--- config.mk ---
export PLATFORM = sky130hd
export DESIGN_NAME = rf_read_arbiter
export DESIGN_NICKNAME = d
export VERILOG_FILES = /design/src/rtl/rf_read_arbiter.sv
export SDC_FILE = /design/constraint.sdc
export NUM_CORES = 1
export LEC_CHECK = 0
export ABC_AREA = 0
export BUFFER_PORTS_ARGS = -buffer_cell sky130_fd_sc_hd__buf_4
export CELL_PAD_IN_SITES_DETAIL_PLACEMENT = 1
export CELL_PAD_IN_SITES_GLOBAL_PLACEMENT = 1
export CORE_MARGIN = 10
export CORE_UTILIZATION = 38
export CTS_BUF_LIST = sky130_fd_sc_hd__clkbuf_8
export DETAILED_ROUTE_END_ITERATION = 8
export GPL_TIMING_DRIVEN = 0
export HOLD_SLACK_MARGIN = 0.15
export PLACE_DENSITY = 0.86
export SKIP_CTS_REPAIR_TIMING = 1
export SYNTH_ARGS = -nofsm -noshare
export SYNTH_HDL_FRONTEND = slang
export SYNTH_SLANG_ARGS = --single-unit
--- constraint.sdc ---
create_clock -name clock -period 3.2 [get_ports clock]
set_clock_uncertainty 0.2 [all_clocks]
set_input_delay 0.16 -clock clock [delete_from_list [all_inputs] [get_ports clock]]
set_output_delay 0.16 -clock clock [all_outputs]
set_load 0.05 [all_outputs]
--- src/rtl/rf_read_arbiter.sv ---
`default_nettype none
// ============================================================================
// Module   : rf_read_arbiter
// Purpose  : Round-robin scheduler sharing one register-file read port among
//            NUM_REQ requesters. Drives the registered select of the shared
//            32:1 read mux and returns the captured word two cycles after
//            each grant, one grant per cycle.
// Revision : 1.0 - initial release
// ============================================================================
module rf_read_arbiter #(
    parameter int NUM_REQ = 4,
    parameter int DATA_W  = 32,
    parameter int ADDR_W  = 5,
    parameter int ID_W    = (NUM_REQ > 1) ? $clog2(NUM_REQ) : 1
) (
    input  logic                      clock,
    input  logic                      reset_n,
    input  logic                      hold,
    input  logic [NUM_REQ-1:0]        req_valid,
    input  logic [NUM_REQ*ADDR_W-1:0] req_addr,
    output logic [NUM_REQ-1:0]        req_ready,
    output logic [ADDR_W-1:0]         mux_select,
    input  logic [DATA_W-1:0]         mux_data,
    output logic [NUM_REQ-1:0]        rsp_valid,
    output logic [ID_W-1:0]           rsp_id,
    output logic [DATA_W-1:0]         rsp_data
);

    localparam logic [NUM_REQ-1:0] C_ONE  = NUM_REQ'(1);
    localparam logic [ID_W-1:0]    C_LAST = ID_W'(NUM_REQ - 1);

    // Round-robin pointer: first requester examined on the next scan
    logic [ID_W-1:0]    r_ptr;

    // Stage 1: a read whose select is currently applied to the mux
    logic               r_s1_v;
    logic [ID_W-1:0]    r_s1_id;
    logic [ADDR_W-1:0]  r_mux_select;

    // Stage 2: registered response (r_rsp_valid doubles as the stage-2 valid)
    logic [NUM_REQ-1:0] r_rsp_valid;
    logic [ID_W-1:0]    r_rsp_id;
    logic [DATA_W-1:0]  r_rsp_data;

    // Grant scan results
    logic [ID_W-1:0]    w_scan;
    logic [ID_W-1:0]    w_gnt_id;
    logic               w_hs;
    logic [ADDR_W-1:0]  w_gnt_addr;
    logic [ID_W-1:0]    w_ptr_next;

    // Scan ptr, ptr+1, ... (mod NUM_REQ) for the first valid request; frozen pipeline grants nothing
    always_comb begin
        w_scan   = '0;
        w_gnt_id = '0;
        w_hs     = 1'b0;
        if (!hold) begin
            for (int k = 0; k < NUM_REQ; k++) begin
                w_scan = ID_W'((int'(r_ptr) + k) % NUM_REQ);
                if (!w_hs && req_valid[w_scan]) begin
                    w_hs     = 1'b1;
                    w_gnt_id = w_scan;
                end
            end
        end
    end

    // The grant is a handshake by construction: it only lands on a valid requester
    assign req_ready  = w_hs ? (C_ONE << w_gnt_id) : '0;
    assign w_gnt_addr = req_addr[int'(w_gnt_id) * ADDR_W +: ADDR_W];
    assign w_ptr_next = (w_gnt_id == C_LAST) ? '0 : w_gnt_id + 1'b1;

    // Pointer moves just past the most recent winner, wrapping at NUM_REQ-1
    always_ff @(posedge clock or negedge reset_n) begin
        if (!reset_n) begin
            r_ptr <= '0;
        end else if (w_hs) begin
            r_ptr <= w_ptr_next;
        end
    end

    // Stage 1: apply the winner's address to the mux; select holds when idle or frozen
    always_ff @(posedge clock or negedge reset_n) begin
        if (!reset_n) begin
            r_s1_v       <= 1'b0;
            r_s1_id      <= '0;
            r_mux_select <= '0;
        end else if (!hold) begin
            r_s1_v <= w_hs;
            if (w_hs) begin
                r_s1_id      <= w_gnt_id;
                r_mux_select <= w_gnt_addr;
            end
        end
    end

    // Stage 2: capture mux output (r0 forced to zero); id/data persist once valid drops
    always_ff @(posedge clock or negedge reset_n) begin
        if (!reset_n) begin
            r_rsp_valid <= '0;
            r_rsp_id    <= '0;
            r_rsp_data  <= '0;
        end else if (!hold) begin
            if (r_s1_v) begin
                r_rsp_valid <= C_ONE << r_s1_id;
                r_rsp_id    <= r_s1_id;
                r_rsp_data  <= (r_mux_select == '0) ? '0 : mux_data;
            end else begin
                r_rsp_valid <= '0;
            end
        end
    end

    assign mux_select = r_mux_select;
    assign rsp_valid  = r_rsp_valid;
    assign rsp_id     = r_rsp_id;
    assign rsp_data   = r_rsp_data;

endmodule
`default_nettype wire
==> run metrics <==
count leader, synth=dfrtp_1; syn_nets=229; Worst EP arrival=3280 ps; Crit path max-delay family=buffers and inverters; # nets final=about 390; Worst-Skew Late Latency=310 ps; FF/Latch Area=1200 sq um; fmax=305 MHz; Worst Setup Start Kind=flip-flop; Unique masters post-synth=31; final setup vio count=1; CTS Buf Count=5; Clock power frac=0.208; DR WL/cell=around 24 um; CP cell instances=buf_2 -> mux2i_1 -> nor2_1 -> nor3_4 -> mux2i_1 -> dlygate4sd3_1 -> o221ai_1 -> dlygate4sd3_1; clk slew on worst S/H paths=between 100 and 150 ps; area delta synth->final=74.0%; Filler Cells Inserted=523; Sw Ratio=0.419; Ports=106; final slew viol count=0; status=finished, violations left; Die Footprint=a little under 9000 sq um; Num Clock Sinks=48; Final Util=0.693; CP Class=flip-flop to flip-flop; maximum VDD drop=about 0.36 mV; CP Data Required Time=3200 ps; Synth async-reset ratio=1.00; sequential power share=0.357; sequential area share after synthesis=0.584; port bufs=104; Crit. End Element=flip-flop; Buf/Inv on CP=3; GRT Overall Usage=0.157; final worst slack=-83.9 ps; gp weighted congestion=0.743; Residual DRC=0; post-synth top area cell=dfrtp_1; Netlist Area Pre-Place=2060 sq um; Tcrit/Tclk final=1.03; EDFF count, synth=0; first-pass GRT wire length=10900 um; Max-cap violations=0; vias post-DR=between 2000 and 2500; Clock Tree Root=clkbuf_8; initial antenna violation count=0; Slew @ Worst Pin=683 ps; Overall Power=2.23 mW; vias in the first global route=2079; failing checks=setup timing; slowest stage delay, CP=630 ps; Starting Density=0.398; TritonCTS clock tree=done; power per cell area=624 nW/um^2; most common flop cell mapped by yosys=dfrtp_1; internal power=1.30 mW; Synth Instances=166; final wirelength=9670 um; Switch Pwr=0.935 mW; max_slew headroom=0.545; Comb power frac=0.435; largest net degree at the start of global routing=49; row count=26; Final Hold Viols=0; crit-path max FO=6; core area=5170 sq um; DRT antenna net count=0; H-tree levels=2; DP Wirelength=5450 um; final antenna diode count=0; grt ovf=0; TritonRoute pass-1 iters=4; number of synthesized register bits=48; HP Class=input port to async pin; CTS Buffer Depth=2; Synth top area share=0.584; Starting DRT DRC Count=86; Slowest cell on crit path=dlygate4sd3_1; multi-input logic area=795 sq um; Avg Cell Area, Syn=12.4 sq um; vias per cell=between 5 and 6; Die Width=93.6 um; leakage power=1.77 nW; Ys Warns=0; top post-synthesis cells by area=dfrtp_1 58%, a22o_1 14%, mux2i_1 4.4%; top cells by count, synth=48 x dfrtp_1, 32 x a22o_1, 15 x nand2_1; fin crit period=3280 ps; layout cells sized above 1=0.364; Chip Height=93.6 um
placed cells by master, fill, tap and decap left out, drive strengths merged:
cell	n
o21ai	4
nor2	6
dfrtp	48
a22o	32
a21oi	7
mux2	2
nand2b	2
o31ai	1
nand3	2
nor3	2
inv	6
ha	4
or4b	1
or2	1
nand2	15
a221o	1
o21a	1
buf	107
clkinvlp	1
and2	5
nor4	2
clkbuf	11
o221ai	5
mux2i	9
a32o	2
bufinv	1
dlygate4sd3	54
registers in the layout, summed over array words and instances, names as in the netlist:
register / flops
rsp_data: 32
mux_select: 5
rsp_valid: 4
r_ptr: 2
r_s1_id: 2
rsp_id: 2
r_s1_v: 1
cells by family (layout without fill, tap and decap cells):
group                    Yosys count  in the layout  synth area share
AO/OA/AOI/OAI                     53             53             0.211
flip-flops                        48             48             0.584
AND/OR/NAND/NOR                   36             36            0.0960
buffers and inverters             14            180            0.0304
multiplexers                      11             11            0.0547
adder cells (fa/ha/maj)            4              4            0.0243
final timing paths:
path / from / to / slack, ps / cells past startpoint
worst max-delay path: r_ptr[1] / mux_select[0] / -80 / 8
worst min-delay path: reset_n / rsp_data[27] / 190 / 2
worst max register to register: r_ptr[1] / mux_select[0] / -80 / 8
worst min register to register: rsp_valid[3] / rsp_valid[3] / 300 / 2
max in group asynchronous: reset_n / rsp_data[17] / 2180 / 2
min in group clock: rsp_valid[3] / rsp_valid[3] / 300 / 2
layer usage:
metal | vias up | routed length, um | track usage
met5 | - | 0 | 0
li1 | 946 | - | -
met1 | 1110 | 3580 | 0.173
met2 | 105 | 5210 | 0.273
met4 | 0 | 261 | 0.0392
met3 | 18 | 619 | 0.0655
through the flow:
step | cells | cell area (sq um) | hold WS [ps] | setup slack, ps | setup TNS [ps]
final | 402 | 3580 | 189 | -83.9 | -83.9
after CTS | 348 | 3040 | -326 | 478 | 0
after detailed placement | 340 | 2930 | 9.97 | 817 | 0
after global placement | 340 | 2930 | 9.52 | 815 | 0
after floorplan | 166 | 2060 | -336 | 1010 | 0
after global routing | 402 | 3580 | 254 | -220 | -220
final cells by class:
type | count | area share
clock inverters | 3 | 0.0129
multi-input cells | 104 | 0.222
flip-flops and latches | 48 | 0.335
repair buffers | 158 | 0.369
inverters | 5 | 0.00524
well taps | 70 | 0.0244
plain buffers | 9 | 0.0122
clock buffers | 5 | 0.0192
power by group through the flow:
stage	registers (mW)	logic, mW	clock network (mW)
floorplan	1.11	0.228	0
global placement	0.785	0.847	0
detailed placement	0.793	0.867	0
CTS	0.784	0.868	0.454
global route	0.808	1.02	0.505
finish	0.799	0.971	0.464
(Power assumes the default switching activity.)
